==> src/rtl/vga_timing_pkg.sv <==
// 640x480@60 VGA timing constants shared by the generator and the sync decoder,
// plus the decoder lock-state type.
package vga_timing_pkg;

    localparam int unsigned H_TOTAL  = 800;
    localparam int unsigned H_SYNC   = 96;
    localparam int unsigned H_BACK   = 48;
    localparam int unsigned H_ACTIVE = 640;
    localparam int unsigned V_TOTAL  = 525;
    localparam int unsigned V_SYNC   = 2;
    localparam int unsigned V_BACK   = 33;
    localparam int unsigned V_ACTIVE = 480;

    typedef enum logic [1:0] {
        SEARCH,
        VERIFY,
        LOCKED
    } state_t;

    // Increment that sticks at all-ones instead of wrapping.
    function automatic logic [9:0] sat_inc10(input logic [9:0] val);
        return (val == 10'h3FF) ? val : val + 10'd1;
    endfunction

endpackage

==> src/rtl/vga_sync_sampler.sv <==
// Registers HS/VS on pixel-enable cycles and flags their rising edges.
module vga_sync_sampler (
    input  logic i_clk,
    input  logic i_rst_n,
    input  logic i_pix_en,
    input  logic i_hs,
    input  logic i_vs,
    output logic o_hs_rise,
    output logic o_vs_rise
);

    logic r_hs;
    logic r_vs;

    // Previous-sample history, advanced only when a pixel is sampled.
    always_ff @(posedge i_clk or negedge i_rst_n) begin
        if (!i_rst_n) begin
            r_hs <= 1'b0;
            r_vs <= 1'b0;
        end else if (i_pix_en) begin
            r_hs <= i_hs;
            r_vs <= i_vs;
        end
    end

    assign o_hs_rise = i_pix_en & i_hs & ~r_hs;
    assign o_vs_rise = i_pix_en & i_vs & ~r_vs;

endmodule

==> src/rtl/vga_sync_decoder.sv <==
// Recovers pixel/line position, data-enable and lock status from an HS/VS pair.
module vga_sync_decoder
    import vga_timing_pkg::*;
#(
    parameter int unsigned HTotal  = H_TOTAL,
    parameter int unsigned HSync   = H_SYNC,
    parameter int unsigned HBack   = H_BACK,
    parameter int unsigned HActive = H_ACTIVE,
    parameter int unsigned VTotal  = V_TOTAL,
    parameter int unsigned VSync   = V_SYNC,
    parameter int unsigned VBack   = V_BACK,
    parameter int unsigned VActive = V_ACTIVE
) (
    input  logic       i_clk,
    input  logic       i_rst_n,
    input  logic       i_pix_en,
    input  logic       i_hs,
    input  logic       i_vs,
    output logic       o_de,
    output logic [9:0] o_x,
    output logic [9:0] o_y,
    output logic       o_locked,
    output logic       o_frame_start,
    output logic       o_sync_err,
    output logic [9:0] o_line_len
);

    localparam logic [9:0] HTot   = 10'(HTotal);
    localparam logic [9:0] HStart = 10'(HSync + HBack);
    localparam logic [9:0] HEnd   = 10'(HSync + HBack + HActive);
    localparam logic [9:0] VTot   = 10'(VTotal);
    localparam logic [9:0] VStart = 10'(VSync + VBack);
    localparam logic [9:0] VEnd   = 10'(VSync + VBack + VActive);

    logic       w_hs_rise;
    logic       w_vs_rise;
    logic       w_frame_start;
    logic [9:0] w_p_plus1;
    logic [9:0] w_l_plus1;
    logic [9:0] w_p_next;
    logic [9:0] w_l_next;
    logic       w_line_bad;
    logic       w_frame_bad;
    logic       w_timeout;
    logic       w_to_search;
    logic       w_to_locked;
    logic       w_locked_next;
    logic       w_de_next;

    logic [9:0] r_p;
    logic [9:0] r_l;
    logic       r_vs_pend;
    logic       r_seen_h;
    logic       r_line_bad_acc;
    state_t     r_state;
    logic       r_de;
    logic [9:0] r_x;
    logic [9:0] r_y;
    logic       r_frame_start;
    logic       r_sync_err;
    logic [9:0] r_line_len;

    vga_sync_sampler u_sampler (
        .i_clk     (i_clk),
        .i_rst_n   (i_rst_n),
        .i_pix_en  (i_pix_en),
        .i_hs      (i_hs),
        .i_vs      (i_vs),
        .o_hs_rise (w_hs_rise),
        .o_vs_rise (w_vs_rise)
    );

    // A VS rise is only accepted as a frame start when it lines up with an HS rise.
    assign w_frame_start = w_hs_rise & (w_vs_rise | r_vs_pend);
    assign w_p_plus1     = r_p + 10'd1;
    assign w_l_plus1     = r_l + 10'd1;
    assign w_p_next      = w_hs_rise ? 10'd0 : sat_inc10(r_p);
    assign w_l_next      = !w_hs_rise ? r_l : ((w_vs_rise | r_vs_pend) ? 10'd0 : sat_inc10(r_l));
    assign w_line_bad    = w_hs_rise & r_seen_h & (w_p_plus1 != HTot);
    assign w_frame_bad   = w_frame_start & (w_l_plus1 != VTot);
    // Fires once, on the sample that drives p into saturation.
    assign w_timeout     = i_pix_en & ~w_hs_rise & (r_p == 10'd1022);

    assign w_to_search = ((r_state == LOCKED) & (w_line_bad | w_frame_bad | w_timeout)) |
                         ((r_state == VERIFY) & w_timeout);
    assign w_to_locked = (r_state == VERIFY) & w_frame_start & ~w_frame_bad & ~w_line_bad &
                         ~r_line_bad_acc;

    assign w_locked_next = ((r_state == LOCKED) & ~w_to_search) | w_to_locked;
    assign w_de_next     = w_locked_next & (w_p_next >= HStart) & (w_p_next < HEnd) &
                           (w_l_next >= VStart) & (w_l_next < VEnd);

    // Position/line counters, pending-VS flag and measured line length.
    always_ff @(posedge i_clk or negedge i_rst_n) begin
        if (!i_rst_n) begin
            r_p        <= 10'd0;
            r_l        <= 10'd0;
            r_vs_pend  <= 1'b0;
            r_line_len <= 10'd0;
        end else if (i_pix_en) begin
            r_p <= w_p_next;
            r_l <= w_l_next;
            if (w_hs_rise) begin
                r_vs_pend <= 1'b0;
                if (r_seen_h) begin
                    r_line_len <= w_p_plus1;
                end
            end else if (w_vs_rise) begin
                r_vs_pend <= 1'b1;
            end
        end
    end

    // Lock FSM with its registered frame_start/sync_err pulses.
    always_ff @(posedge i_clk or negedge i_rst_n) begin
        if (!i_rst_n) begin
            r_state        <= SEARCH;
            r_seen_h       <= 1'b0;
            r_line_bad_acc <= 1'b0;
            r_frame_start  <= 1'b0;
            r_sync_err     <= 1'b0;
        end else begin
            r_frame_start <= w_frame_start;
            r_sync_err    <= 1'b0;
            if (i_pix_en) begin
                if (w_hs_rise) begin
                    r_seen_h <= 1'b1;
                end
                unique case (r_state)
                    SEARCH: begin
                        if (w_frame_start) begin
                            r_state        <= VERIFY;
                            r_line_bad_acc <= 1'b0;
                        end
                    end
                    VERIFY: begin
                        if (w_timeout) begin
                            r_state    <= SEARCH;
                            r_sync_err <= 1'b1;
                            r_seen_h   <= 1'b0;
                        end else if (w_frame_start) begin
                            r_line_bad_acc <= 1'b0;
                            if (w_to_locked) begin
                                r_state <= LOCKED;
                            end else begin
                                r_sync_err <= 1'b1;
                            end
                        end else if (w_line_bad) begin
                            r_line_bad_acc <= 1'b1;
                        end
                    end
                    LOCKED: begin
                        if (w_to_search) begin
                            r_state    <= SEARCH;
                            r_sync_err <= 1'b1;
                            r_seen_h   <= 1'b0;
                        end
                    end
                    default: r_state <= SEARCH;
                endcase
            end
        end
    end

    // Registered active-area decode from the post-update position and lock state.
    always_ff @(posedge i_clk or negedge i_rst_n) begin
        if (!i_rst_n) begin
            r_de <= 1'b0;
            r_x  <= 10'd0;
            r_y  <= 10'd0;
        end else if (i_pix_en) begin
            r_de <= w_de_next;
            r_x  <= w_de_next ? (w_p_next - HStart) : 10'd0;
            r_y  <= w_de_next ? (w_l_next - VStart) : 10'd0;
        end
    end

    assign o_de          = r_de;
    assign o_x           = r_x;
    assign o_y           = r_y;
    assign o_locked      = (r_state == LOCKED);
    assign o_frame_start = r_frame_start;
    assign o_sync_err    = r_sync_err;
    assign o_line_len    = r_line_len;

endmodule

==> config.mk <==
export PLATFORM = sky130hd
export DESIGN_NAME = vga_sync_decoder
export DESIGN_NICKNAME = d
export VERILOG_FILES = /design/src/rtl/vga_timing_pkg.sv /design/src/rtl/vga_sync_sampler.sv /design/src/rtl/vga_sync_decoder.sv
export SDC_FILE = /design/constraint.sdc
export NUM_CORES = 1
export LEC_CHECK = 0
export CAP_MARGIN = 40
export CORE_AREA = 2 2 120 122
export CTS_CLUSTER_SIZE = 25
export DETAILED_ROUTE_END_ITERATION = 6
export DIE_AREA = 0 0 122 124
export SYNTH_ARGS = -nofsm -noshare
export SYNTH_HDL_FRONTEND = slang
export SYNTH_HIERARCHICAL = 1
export SYNTH_SLANG_ARGS = --single-unit
==> constraint.sdc <==
create_clock -name i_clk -period 6.9 [get_ports i_clk]
set_input_delay 1.38 -clock i_clk [delete_from_list [all_inputs] [get_ports i_clk]]
set_output_delay 1.38 -clock i_clk [all_outputs]
set_load 0.005 [all_outputs]
Word-level counts from Yosys, hierarchy flattened
Cells that the tools add are included.
- output and inout bits: 34
- input bits: 5
- word-level logic and storage cells: 105
- bits in registers: 60
- reductions and logical operators: 7
- muxes and demuxes: 30
- add/subtract/negate cells: 4
- bitwise gates (word level): 33
- equality and inequality tests: 13
- $lt $le $gt $ge: 4
- operator list (kind ; count):
    $mux 10 ; 7
    $eq 10x10->1 const B ; 3
    $and 1x1->1 ; 21
    $add 10x1->10 const B ; 2
    $lt 10x10->1 const B ; 2
    $ne 10x10->1 const B ; 2
    $mux 1 ; 14
    $ge 10x6->1 const B ; 1
    $ge 10x8->1 const B ; 1
    $mux 2 ; 5
    $reduce_and 5->1 ; 2
    $sub 10x6->10 const B ; 1
    $sub 10x8->10 const B ; 1
    $ne 3x3->1 const B ; 3
    $not 1->1 ; 7
    $pmux 1 s2 ; 3
    $pmux 2 s3 ; 1
    $or 1x1->1 ; 5
    $ne 2x2->1 const B ; 2
    $reduce_bool 2->1 ; 2
    $reduce_and 3->1 ; 1
    $eq 2x1->1 const B ; 1
    $eq 2x2->1 const B ; 1
    $logic_not 2->1 ; 1
    2 further kinds ; 2

Longest topological paths before layout
- depth after elaboration: 17
- mapped depth: 14
- gate-level depth less buffers: 11

Cells and area by module
Netlist, hierarchy kept.
- modules (own cells, without submodules) (module ; instances ; cells an instance ; area each (µm²) ; seq. area each (µm²)):
    vga_sync_decoder ; 1 ; 424 ; 3698.5 ; 1451.4
    vga_sync_sampler ; 1 ; 6 ; 92.6 ; 50.0

Worst setup path after synthesis
Ideal clock, no wire load.
- path type: input -> register
- start point: input i_pix_en
- end point: register r_x[1], in the netlist o_x[1]
- buffers on the path: 5
- required time: 6.804 ns
- cell stages on the path: 14
- data arrival time: 4.343 ns
- path slack: 2.462 ns
- setup time: 0.096 ns
- path through: and3b_2 -> clkbuf_1 -> clkbuf_1 -> clkbuf_1 -> buf_1 -> nand2_1 -> o21ai_0 -> ha_1 -> a21oi_1 -> a21oi_1 -> o21ai_0 -> a211o_1 -> buf_6 -> o32ai_2
- elaborated cells between the ends (all ways): 39
- those cells by class: add/sub (1); order compare (4); mux (4); bitwise (30)
- RTL lines (element ; RTL line ; RTL):
    from (decl) ; vga_sync_decoder.sv:16 ; input logic i_pix_en,
    $and 1x1->1 (2 in series) ; vga_sync_sampler.sv:27 ; assign o_vs_rise = i_pix_en & i_vs & ~r_vs;
    $or 1x1->1 ; vga_sync_decoder.sv:78 ; assign w_l_next = !w_hs_rise ? r_l : ((w_vs_rise | r_vs_pend) ? 10'd0 : sat_inc10(r_l));
    $mux 10 ; vga_sync_decoder.sv:78 ;
    $mux 10 * ; vga_sync_decoder.sv:78 ;
    net w_l_next[0] ; vga_sync_decoder.sv:41 ; logic [9:0] w_l_next;
    $ge 10x6->1 ; vga_sync_decoder.sv:91 ; (w_l_next >= VStart) & (w_l_next < VEnd);
    $and 1x1->1 ; vga_sync_decoder.sv:90 ; assign w_de_next = w_locked_next & (w_p_next >= HStart) & (w_p_next < HEnd) &
    $and 1x1->1 * ; vga_sync_decoder.sv:91 ;
    $mux 10 * ; vga_sync_decoder.sv:173 ; r_x <= w_de_next ? (w_p_next - HStart) : 10'd0;
    to (signal assigned) ; vga_sync_decoder.sv:173 ;
    to (decl) ; vga_sync_decoder.sv:57 ; logic [9:0] r_x;
Mark *: on every way through the listed nets, which the timed path passes. The rest lies on a longest branch.
A chain may end at the register's enable or synchronous reset.

Final worst setup path
- start point: input i_pix_en
- end point: register r_y[5], in the netlist o_y[5]
- elaborated cells between the ends (all ways): 39
- those cells by class: add/sub (1); order compare (4); mux (4); bitwise (30)
- RTL lines (element ; RTL line ; RTL):
    $and 1x1->1 * (2 in series) ; vga_sync_sampler.sv:27 ;
    net w_vs_rise ; vga_sync_decoder.sv:36 ; logic w_vs_rise;
    $or 1x1->1 * ; vga_sync_decoder.sv:78 ;
    $mux 10 * (2 in series) ; vga_sync_decoder.sv:78 ;
    net w_l_next[0] ; vga_sync_decoder.sv:41 ;
    $ge 10x6->1 ; vga_sync_decoder.sv:91 ;
    $and 1x1->1 ; vga_sync_decoder.sv:90 ;
    $and 1x1->1 ; vga_sync_decoder.sv:91 ;
    $mux 10 * ; vga_sync_decoder.sv:174 ; r_y <= w_de_next ? (w_l_next - VStart) : 10'd0;
    to (signal assigned) ; vga_sync_decoder.sv:174 ;
    to (decl) ; vga_sync_decoder.sv:58 ; logic [9:0] r_y;
Marks and branches as above.

==> key figures <==
Placed design
  – RD Place Congestion: 0.928
  – PortBufs: 38
  – HPWL Detailed: a little under 7000 microns
  – Placed insts: 618
  – Post-placement cell area: 4280 sq um

CTS
  – Htree depth: 3
  – Num CTS Buffers: 9
  – Clock sink count: 60
  – Worst-Skew Late Latency: 0.33 ns
  – Hold Buf Count CTS: 0
  – Clk slew on worst S/H paths: 0.05 ns
  – Root Buffer: clkbuf_16
  – CTS resizes: 0
  – Postcts setup bufs: 0
  – CTS max path bufs: 2
  – CTS tree: done

Yosys
  – Register area share after synthesis: 0.396
  – Mapped Avg Cell Area: 8.82 sq um
  – Warnings, synthesis: 6
  – Simple-gate area share of the yosys netlist: 0.189
  – Post-synthesis cell type count: 69
  – Yosys reg bits: 60
  – Synth top area cells: dfrtp_1 40%, nand2_1 5.0%, o2bb2ai_1 4.2%, a21oi_1 3.7%, o21ai_0 3.7%
  – Area share of fa/ha/maj cells after synthesis: 0.0330
  – Post-Syn Area: 3790 sq um
  – Synthesized Nets: between 400 and 500
  – Synth Area in XOR/XNOR: 0.0416
  – Async SR Flop Fraction: 1.00
  – Mux share of post-synthesis cell area: 0.0234
  – Ys flop type: dfrtp_1
  – Top-area cell type share of the netlist area: 0.396
  – Synth Area in Compound Gates: 0.254
  – Post-Synthesis Cells: 430
  – Yosys top cell by area: dfrtp_1
  – Largest family of logic cells by synthesized area: compound AO/OA/AOI/OAI gates
  – EDFF count, synth: 0

Worst setup path
  – Crit path arrival time: 5.06 ns
  – Crit path buf inv count: 2
  – Worst setup SP type: input pin
  – CP top delay family: compound AO/OA/AOI/OAI gates
  – Crit Path Category: input pin to register
  – Worst path required time: ~7.1 ns
  – Slowest CP cell: a211o_1
  – Worst stage delay on the critical path: 0.56 ns
  – CP Capture Type: register
  – Critical path fanouts, max: 21
  – Crit path cell chain: clkdlybuf4s50_1 -> buf_4 -> and3b_2 -> or2_2 -> o41ai_1 -> nand2_1 -> o21ai_0 -> ha_1 -> a21oi_1 -> a21oi_1 -> o21ai_0 -> a211o_1 -> o32ai_1
  – Reg2reg start: r_l[0]
  – CP Launch Point: i_pix_en

STA
  – Setup TNS: 0 ns
  – Slew Viols, Final: 0
  – Max Fclk: around 0.21 GHz
  – Setup-failing EPs final: 0
  – RSZ-0062 raised after global routing: no
  – Actual slew at the worst max-slew pin: 0.812 ns
  – Final Critical Period: 4.83 ns
  – Final hold vios: 0
  – Worst Skew: 0.00759 ns
  – Rel. slew slack: 0.455
  – Tcrit/Tclk final: 0.700

Floorplan
  – Initial core utilization: 0.276
  – Site row count: 43
  – Die width: 122 microns
  – Core area: between 10,000 and 15,000 sq um
  – Die area: around 15,000 sq um
  – Die H: approximately 120 microns
  – Io pins: 39

Flow run
  – Max-cap violations: 0

Power and ir drop
  – Reg power frac: 0.378
  – Logic gate share of total power: 0.265
  – Overall power: between 1 and 1.5 mW
  – Clock power share: 0.357
  – Max IR drop VDD: between 0.00009 and 0.0001 V
  – Psw: just over 0.4 mW
  – P_leak: 1.82 nW
  – Pint: 0.860 mW
  – Switching share of total power: 0.326
  – Pwr dens: 279 nW/um^2

Final layout
  – Layout area overhead: 20.8%
  – Fillers: 1,398
  – Nets: about 460
  – Fin area: around 4600 sq um
  – Ant. Diodes: 0
  – Final Instance Count excl. Fillers: 634
  – Share of cells above drive strength 1: 0.0925
  – Multi-input gate area: 2050 sq um
  – Storage cell area: 1500 sq um
  – Core Util, Final: 0.334

GRT
  – Initial antenna violation count: 0
  – Number of global-route vias before repair: around 3,200
  – GR Overflow Total: 0
  – Largest net degree at the start of global routing: 61
  – Gr usage total: 0.136
  – First-pass GRT wire length: 16,300 microns

Drt
  – 1st-iter DRT viols: 329
  – Final ANT Viol Nets: 0
  – Final WL: 9900 microns
  – Via count: 3,312
  – Vias per cell: roughly 5.2
  – Residual DRC: 0
  – WL/cell: 15.6 microns
  – Detailed Routing Iterations Pass 1: 6

Worst hold path
  – Min-delay worst type: register to register
  – Hold wc startpoint: o_line_len[7]

Run status
  – Outcome: complete, no violations
## logic make-up after synthesis
family | Yosys count
buffers and inverters | 53
adders and majority gates | 10
AOI/OAI and AO/OA | 139
muxes | 8
DFF | 60
and+or+nand+nor | 142
xor gates and xnor gates | 18
## registers in the layout, summed over array words and instances (netlist names)
signal and count:
o_line_len 10, o_x 10, o_y 10, r_l 10
r_p 10, r_state 2, o_de 1, o_frame_start 1
o_sync_err 1, r_line_bad_acc 1, r_seen_h 1, r_vs_pend 1
u_sampler/r_hs 1, u_sampler/r_vs 1
## Yosys cell counts (3+ instances only)
| master | number |
|---|---|
| dfrtp_1 | 60 |
| nand2_1 | 50 |
| a21oi_1 | 28 |
| o21ai_0 | 28 |
| nor2_1 | 24 |
| clkbuf_1 | 19 |
| o2bb2ai_1 | 18 |
| inv_1 | 17 |
| nor3_1 | 15 |
| nand3_1 | 13 |
| a31oi_1 | 12 |
| xnor2_1 | 12 |
| buf_2 | 10 |
| ha_1 | 10 |
| mux2_2 | 7 |
| and3_1 | 6 |
| xor2_1 | 6 |
| o31ai_1 | 5 |
| a21o_1 | 4 |
| a31o_2 | 4 |
| and2_1 | 4 |
| nand4_1 | 4 |
| o211ai_1 | 4 |
| o22ai_1 | 4 |
| a211oi_1 | 3 |
| buf_6 | 3 |
| nand3b_1 | 3 |
| nor3b_1 | 3 |
| o22a_1 | 3 |
## power by group through the flow
| stage | Clock [mW] | Combinational (mW) | Sequential (mW) |
|---|---|---|---|
| global route | 0.482 | 0.379 | 0.494 |
| CTS | 0.465 | 0.337 | 0.482 |
| detailed placement | 0 | 0.334 | 0.487 |
| global placement | 0 | 0.332 | 0.487 |
| finish | 0.456 | 0.338 | 0.482 |
| floorplan | 0 | 0.263 | 0.440 |
## metrics by stage
| step | worst slack [ns] | hold slack [ns] |
|---|---|---|
| floorplan | 2.46 | 0.472 |
| global placement | 1.84 | 0.471 |
| detailed placement | 1.72 | 0.470 |
| CTS | 2.05 | 0.482 |
| global route | 1.73 | 0.513 |
| finish | 2.07 | 0.475 |
## cell usage in the layout, fill, tap and decap left out, types with 4 or more instances in the layout
cell / count
o211ai_1: 4
clkbuf_16: 9
nand2_1: 50
o2bb2ai_1: 18
a31o_2: 4
inv_1: 17
nand3_1: 13
a21oi_1: 28
a31oi_1: 12
xor2_1: 6
and2_1: 4
clkdlybuf4s50_1: 37
o22ai_1: 4
dfrtp_1: 60
and3_1: 6
ha_1: 10
nand4_1: 4
a21o_1: 4
xnor2_1: 12
o31ai_1: 5
nor2_1: 24
nor3_1: 15
o21ai_0: 28
mux2_2: 7
## worst paths after layout
kind	to	slack [ns]	cells past startpoint
max	o_y[5]	2.07	13
min	o_line_len[7]	0.47	2
max reg2reg	o_y[5]	2.94	11
min reg2reg	o_line_len[7]	0.47	2
max in group asynchronous	r_l[5]	5.15	2
min in group asynchronous	r_l[8]	1.18	2
## routing by layer
metal,vias to the layer above,share of wire,track usage
li1,1616,-,-
met1,1568,0.50,0.200
met2,115,0.42,0.194
met3,13,0.058,0.0321
met4,0,0.013,0.0460
met5,-,0,0
## worst min-delay path, delay by kind of cell (launching register included)
family	cells	cell delay (ns)
and+or+nand+nor	1	0.04
AOI/OAI and AO/OA	1	0.06
DFF	1	0.34
## layout make-up
class,count,share of cell area
timing repair buffer,42,0.0929
sequential,60,0.328
clock inverter,4,0.0104
tap,180,0.0492
multi-input combinational,317,0.448
clock buffer,12,0.0560
inverter,19,0.0156
Note: power is estimated with default switching activity, not from simulation.
